`src/rtl/relay_modulator.sv`:
```
// relay_modulator: turns relay framer envelope bits into tag load modulation or reader carrier pauses
module relay_modulator #(
  parameter int DEPTH = 2,
  parameter int CNT_W = 16
) (
  input  logic             clk,
  input  logic             rst_n,
  input  logic             bit_tick,
  input  logic             data_in,
  input  logic [2:0]       mod_type,
  output logic             load_mod,
  output logic             carrier_off,
  output logic             busy,
  output logic [CNT_W-1:0] tx_bits
);
  localparam logic [1:0] IDLE = 2'd0, TX = 2'd1, DRAIN = 2'd2;
  localparam logic [2:0] TAGSIM_MOD = 3'b010, READER_MOD = 3'b100;
  localparam int DW = $clog2(DEPTH + 1);
  logic [1:0]       state;
  logic             kind;
  logic [DEPTH-1:0] dl, dl_nx;
  logic [3:0]       sc_cnt;
  logic [DW-1:0]    drain_cnt;
  logic             is_tag, is_rdr, match, busy_c, tx_bit;
  logic [CNT_W-1:0] tx_inc;
  if (DEPTH == 1) begin : g_dl1
    assign dl_nx = data_in;
  end else begin : g_dln
    assign dl_nx = {dl[DEPTH-2:0], data_in};
  end
  assign is_tag = mod_type == TAGSIM_MOD;
  assign is_rdr = mod_type == READER_MOD;
  assign match  = kind ? is_rdr : is_tag;
  assign busy_c = state != IDLE;
  assign tx_bit = dl[DEPTH-1];
  assign tx_inc = &tx_bits ? tx_bits : tx_bits + 1'b1;
  // kind: 0 = tag load modulation, 1 = reader carrier pauses
  always_ff @(posedge clk or negedge rst_n) begin
    if (!rst_n) begin
      state       <= IDLE;
      kind        <= 1'b0;
      dl          <= '0;
      sc_cnt      <= '0;
      drain_cnt   <= '0;
      tx_bits     <= '0;
      load_mod    <= 1'b0;
      carrier_off <= 1'b0;
      busy        <= 1'b0;
    end else begin
      sc_cnt      <= sc_cnt + 4'd1;
      load_mod    <= busy_c & ~kind & tx_bit & sc_cnt[3];
      carrier_off <= busy_c & kind & ~tx_bit;
      busy        <= busy_c;
      if (bit_tick) begin
        dl <= dl_nx;
        if (state == IDLE) begin
          if (is_tag | is_rdr) begin
            state   <= TX;
            kind    <= is_rdr;
            tx_bits <= '0;
          end
        end else begin
          tx_bits <= tx_inc;
          if (match) state <= TX;
          else if (state == TX) begin
            state     <= DRAIN;
            drain_cnt <= DW'(DEPTH - 1);
          end
          else if (drain_cnt == '0) state <= IDLE;
          else drain_cnt <= drain_cnt - 1'b1;
        end
      end
    end
  end
endmodule

```
`config.mk`:
```
export PLATFORM = sky130hd
export DESIGN_NAME = relay_modulator
export DESIGN_NICKNAME = d
export VERILOG_FILES = /design/src/rtl/relay_modulator.sv
export SDC_FILE = /design/constraint.sdc
export NUM_CORES = 1
export LEC_CHECK = 0
export ABC_CLOCK_PERIOD_IN_PS = 3800
export CAP_MARGIN = 30
export CORE_UTILIZATION = 40
export DETAILED_ROUTE_END_ITERATION = 6
export GPL_TIMING_DRIVEN = 1
export SKIP_LAST_GASP = 1
export SLEW_MARGIN = 10
export SYNTH_ARGS = -nofsm -noshare
export SYNTH_HDL_FRONTEND = slang
export SYNTH_SLANG_ARGS = --single-unit
```
`constraint.sdc`:
```
create_clock -name clk -period 3.8 [get_ports clk]
set_input_delay 0.57 -clock clk [delete_from_list [all_inputs] [get_ports clk]]
set_output_delay 0.57 -clock clk [all_outputs]
set_load 0.03 [all_outputs]
```
==> impl_metrics.yaml, run 1 <==
drt:
  drtIter0Drc: 84
  drc: 0
  antenna_left: 0
  drt-vias-per-instance: 5.79
  routed_wirelength_um: 3510
  wl_per_cell_um: 15.0
  first_pass_iters: 4
  vias: 1354
worst_setup_path:
  critPathRequiredTime_ns: 4.00
  crit_family: "compound AO/OA/AOI/OAI gates"
  crit_buf_inv: 1
  arrival_ns: 2.32
  slowest_stage: "clkdlybuf4s50_1"
  reg2reg_slack_ns: 1.91
  timing.rr.end: "tx_bits[0]$_DFFE_PN0P_"
  endpoint_kind: "flip-flop"
  path_class: "in -> reg"
  cp-start-kind: "primary input"
  r2r_start: "tx_bits[0]$_DFFE_PN0P_"
  crit_path_max_fanout: 18
  cp_cell_sequence: "clkdlybuf4s50_1, o21ai_2, o41a_1, o21ai_0"
  cpPeakStageDelay_ns: 0.79
  ff2ff_path_depth: 5
yosys:
  ys_seq_area_frac: 0.471
  synth.top_cell.area_share: 0.471
  synthTopCellsByArea: "dfrtp_1 (47%), a21oi_1 (2.8%), o21ai_0 (2.8%), nand2_1 (2.6%), a221o_1 (2.5%)"
  synth_cell_type_count: 48
  synthArstFlopShare: 1.00
  netlist_instances: 156
  yosysWarnings: 0
  netlist_area_um2: 1590
  ys_ff_latch: 30
  synth-main-ff-cell: "dfrtp_1"
  yosysTopAreaCell: "dfrtp_1"
  synth_nets: 166
  syn_avg_cell_area_um2: 10.2
  synth_edf_count: 0
die:
  die_h_um: 65.1
  start_util: 0.426
  ios: 26
  core_area_um2: 3740
  die_w_um: 65.1
  dieArea_um2: 4240
  rows: 22
layout:
  area_growth_syn_to_layout_pct: 24.3
  finalNonFillerCells: 234
  nets: 195
  drive_gt1_frac: 0.108
  n_antenna_cell: 0
clock_network:
  cts.sinks: 30
  cts_max_level: 2
  cts_resized: 0
  cts_setup_buffers: 0
  cts_hold_buf: 0
  numCtsBuffers: 5
  clockBufferDepth: 2
  cts_tree: "done"
  path_clk_slew_ns: 0.06
  cts-root-buf: "clkbuf_8"
  clock_latency_ns: 0.29
timing:
  fmax_mhz: 473
  skew_ns: 0.00314
  fin_crit_ns: 2.12
  holdWs_ns: 0.465
  worstMarginPinSlew_ns: 0.709
  totalNegativeSetupSlack_ns: 0
  min_period_over_period: 0.557
  hold_violations: 0
  relSlewSlack: 0.527
  rsz0062_at_grt: "no"
  setup_viol: 0
  maxSlewViolCount: 0
global_routing:
  antenna_found_initial: 0
  first_global_vias: 1308
  grt_max_degree: 31
  grt_pass1_wl_um: 6060
  track_usage: 0.192
  overflow: 0
job:
  maxCapViolCount: 0
place:
  portBuffers: 25
  hpwl_um: 2550
  numPlacedInstances: 226
  place_congestion: 0.846
hold_path:
  hp-start: "sc_cnt[0]$_DFF_PN0_"
  holdPathStages: 1
  min_path_type: "reg -> reg"
  holdPathEnd: "sc_cnt[0]$_DFF_PN0_"
pwr:
  ir_drop_v: 0.000388
  powerDensity_nw_per_um2: 583
  power.leakage_nw: 0.837
outcome:
  outcome: "finished, final reports clean"
## per-layer routing
metal / vias to the layer above / part of all wire / GRT usage
li1: 643 / - / -
met1: 679 / 0.47 / 0.241
met2: 25 / 0.47 / 0.298
met3: 7 / 0.038 / 0.0503
met4: 0 / 0.021 / 0.109
met5: - / 0 / 0
## placed cells by master (no fill, tap or decap), types with 2 or more instances in the layout
cell type / netlist / routed
nor4b_1: 3 / 3
o211ai_1: 4 / 4
clkdlybuf4s50_1: 0 / 25
nor3_1: 6 / 6
nor2_1: 9 / 9
a21oi_1: 9 / 9
o21a_1: 4 / 4
mux2_2: 3 / 3
xnor2_1: 2 / 2
clkbuf_8: 0 / 6
o22a_1: 2 / 2
nand3_1: 7 / 7
a221o_1: 4 / 4
a211o_1: 2 / 2
o21ai_0: 9 / 9
ha_1: 3 / 3
nor4_1: 3 / 3
nand2_1: 11 / 11
dfrtp_1: 30 / 30
a31oi_1: 3 / 3
or3_1: 2 / 2
inv_1: 10 / 10
## cell type report
type	count	area, um^2
sequential	30	751
clock inverter	1	5.00
clock buffer	7	86.3
multi-input combinational	111	779
tap	48	60.1
inverter	11	41.3
timing repair buffer	26	258
fill	385	1760
## synthesized netlist by cell type (all sizes together), types with 2 or more instances
master	count
mux2	3
and3	2
a21oi	9
o22a	2
xnor2	2
o21ai	11
or3	2
a31oi	3
dfrtp	30
o211ai	4
a221o	4
clkbuf	3
o21a	4
nand4	2
nand3	8
nand2	11
nor4	4
ha	3
nor4b	3
inv	11
nor2	10
a211o	3
nor3	6
## through the flow
stage	utilization	cell area (um^2)	worst slack, ns	power [mW]
CTS	0.529	1980	1.67	1.17
global route	0.529	1980	1.57	1.22
global placement	0.505	1890	1.46	0.888
floorplan	-	1590	1.90	0.758
detailed placement	0.505	1890	1.38	0.897
finish	0.529	1980	1.68	1.15
## cell families (layout without fill, tap and decap cells)
kind of cell,Yosys count,in the layout,synth area share
flip-flops,30,30,0.471
adder cells (fa/ha/maj),3,3,0.0236
AND/OR/NAND/NOR,53,53,0.203
multiplexers,3,3,0.0212
AO/OA/AOI/OAI,49,49,0.225
buffers and inverters,15,45,0.0400
XOR/XNOR,3,3,0.0165
## state kept, by name, summed over array words and instances, names as in the netlist
| register | cells |
|---|---|
| state | 2 |
| tx_bits | 16 |
| carrier_off | 1 |
| busy | 1 |
| drain_cnt | 2 |
| dl | 2 |
| sc_cnt | 4 |
| load_mod | 1 |
| kind | 1 |
## how the worst max path moves through the flow
| stage | startpoint | endpoint | slack [ns] | cells after the start |
|---|---|---|---|---|
| 6_report | bit_tick | drain_cnt[1]$_DFFE_PN0P_ | 1.68 | 4 |
| 5_1_grt | mod_type[1] | state[1]$_DFFE_PN0P_ | 1.57 | 5 |
| 4_1_cts | bit_tick | drain_cnt[1]$_DFFE_PN0P_ | 1.67 | 4 |
| 3_5_place_dp | bit_tick | drain_cnt[1]$_DFFE_PN0P_ | 1.38 | 4 |
| 3_3_place_gp | mod_type[1] | state[1]$_DFFE_PN0P_ | 1.46 | 5 |
| 2_1_floorplan | tx_bits[0]$_DFFE_PN0P_ | tx_bits[0]$_DFFE_PN0P_ | 1.90 | 5 |
## where the power goes
group / internal (mW) / total [mW] / switching, mW
registers: 0.378 / 0.455 / 0.0764
clock network: 0.146 / 0.265 / 0.119
logic: 0.178 / 0.434 / 0.256
Note: power is estimated with default switching activity, not from simulation.
==> run 2: changes to the inputs <==
ABC_CLOCK_PERIOD_IN_PS = 2050   (was 3800)
clock period = 2.05 ns   (was 3.8 ns; I/O delays follow)
==> run 2 against run 1 <==
  * Clock power up 110%
  * Highest routed layer unchanged
  * Combinational power up 96%
  * Count of clock-buffer cells in the layout up 1
  * Via count down 1.8%
  * Global-route usage down 0.72 points
  * Critical endpoint is now tx_bits[3]$_DFFE_PN0P_
  * Sequential share of layout area down 1.7 points
==> impl_metrics.yaml, run 2 (same netlist as run 1, synthesis figures left out) <==
clock_network:
  cts.sinks: 30
  cts_resized: 0
  cts-root-buf: "clkbuf_8"
  numCtsBuffers: 5
  cts_tree: "done"
  cts_max_level: 2
  cts_hold_buf: 0
  path_clk_slew_ns: 0.06
  cts_setup_buffers: 0
  clockBufferDepth: 2
  clock_latency_ns: 0.28
worst_setup_path:
  timing.rr.end: "tx_bits[3]$_DFFE_PN0P_"
  r2r_start: "state[1]$_DFFE_PN0P_"
  path_class: "reg -> reg"
  endpoint_kind: "flip-flop"
  crit_path_max_fanout: 9
  reg2reg_slack_ns: 0.26
  arrival_ns: 1.96
  ff2ff_path_depth: 5
  critPathRequiredTime_ns: 2.21
  cp-start-kind: "flip-flop"
drt:
  wl_per_cell_um: 14.0
  first_pass_iters: 4
  vias: 1329
  drtIter0Drc: 82
  drc: 0
  drt-vias-per-instance: 5.45
  antenna_left: 0
  routed_wirelength_um: 3420
die:
  ios: 26
  die_w_um: 65.1
  dieArea_um2: 4240
  core_area_um2: 3740
  start_util: 0.426
  rows: 22
  die_h_um: 65.1
pwr:
  power.leakage_nw: 0.896
  powerDensity_nw_per_um2: 1080
  ir_drop_v: 0.000632
global_routing:
  track_usage: 0.184
  first_global_vias: 1230
  overflow: 0
  antenna_found_initial: 0
  grt_pass1_wl_um: 5880
  grt_max_degree: 31
job:
  maxCapViolCount: 0
timing:
  relSlewSlack: 0.595
  totalNegativeSetupSlack_ns: 0
  skew_ns: 0.00544
  setup_viol: 0
  fin_ws_ns: 0.256
  fin_crit_ns: 1.79
  hold_violations: 0
  worstMarginPinSlew_ns: 0.608
  holdWs_ns: 0.413
  fmax_mhz: 557
  rsz0062_at_grt: "no"
  maxSlewViolCount: 0
  min_period_over_period: 0.875
place:
  hpwl_um: 2480
  portBuffers: 25
  numPlacedInstances: 236
  pre_cts_ws_ns: 0.109
  place_congestion: 0.740
layout:
  nets: 205
  final_common_cell: "dfrtp_1"
  top_register: "tx_bits"
  n_antenna_cell: 0
  final_cell_mix: "dfrtp_1 (30), clkdlybuf4s50_1 (25), nand2_1 (11), buf_4 (11), inv_1 (10)"
  final_util: 0.554
  area_growth_syn_to_layout_pct: 30.1
  drive_gt1_frac: 0.158
  finalNonFillerCells: 244
  largest_reg_flops: 16
  largestRegisters: "tx_bits x16, sc_cnt x4"
hold_path:
  min_path_type: "in -> async"
outcome:
  outcome: "finished, final reports clean"
==> run 2: changes by cell type in the layout (fill, tap and decap cells not counted) <==
cell,previous run,this run
buf_4,1,11
clkinv_2,1,0
clkbuf_8,6,8
clkbuf_1,1,0
==> run 2: layout make-up <==
class                   count  area, um^2
fillers                   354        1670
multi-input cells         111         779
flip-flops and latches     30         751
repair buffers             36         333
clock buffers               8         110
well taps                  48        60.1
inverters                  11        41.3
==> run 2: worst max-delay path by stage <==
stage,from,endpoint,slack [ns],cells after the start
after floorplan,tx_bits[0]$_DFFE_PN0P_,tx_bits[0]$_DFFE_PN0P_,0.15,5
after global placement,mod_type[1],tx_bits[3]$_DFFE_PN0P_,0.14,5
after detailed placement,mod_type[1],tx_bits[15]$_DFFE_PN0P_,0.11,5
after CTS,state[1]$_DFFE_PN0P_,tx_bits[3]$_DFFE_PN0P_,0.25,5
after global routing,state[1]$_DFFE_PN0P_,tx_bits[3]$_DFFE_PN0P_,0.17,5
final,state[1]$_DFFE_PN0P_,tx_bits[3]$_DFFE_PN0P_,0.26,5
==> run 2: worst max-delay path: stages (launching register included) <==
cell	delay (ns)
dfrtp_1	0.47
nor2_4	0.24
inv_2	0.09
and3_4	0.21
a211o_4	0.36
a211o_1	0.30
==> run 2: per-layer routing <==
layer / global-route usage / routed length [um] / up-vias
met1: 0.254 / 1760 / 641
met4: 0.0815 / 35 / 0
met3: 0.0469 / 97 / 2
li1: - / - / 667
met2: 0.273 / 1530 / 19
met5: 0 / 0 / -
==> run 2: per-stage QoR <==
stage               power [mW]  cell area, um^2
finish                    2.24             2070
global route              2.39             2070
global placement          1.68             1960
floorplan                 1.41             1590
CTS                       2.27             2070
detailed placement        1.70             1960
==> run 2: report_power, final <==
group / switching, mW / internal, mW
clock network: 0.214 / 0.339
logic: 0.481 / 0.370
registers: 0.140 / 0.702
==> run 3: changes to the inputs <==
SKIP_LAST_GASP = unset   (was 1)
==> results of run 3 <==
No change in the layout: final DEF, timing and power equal those of run 2.
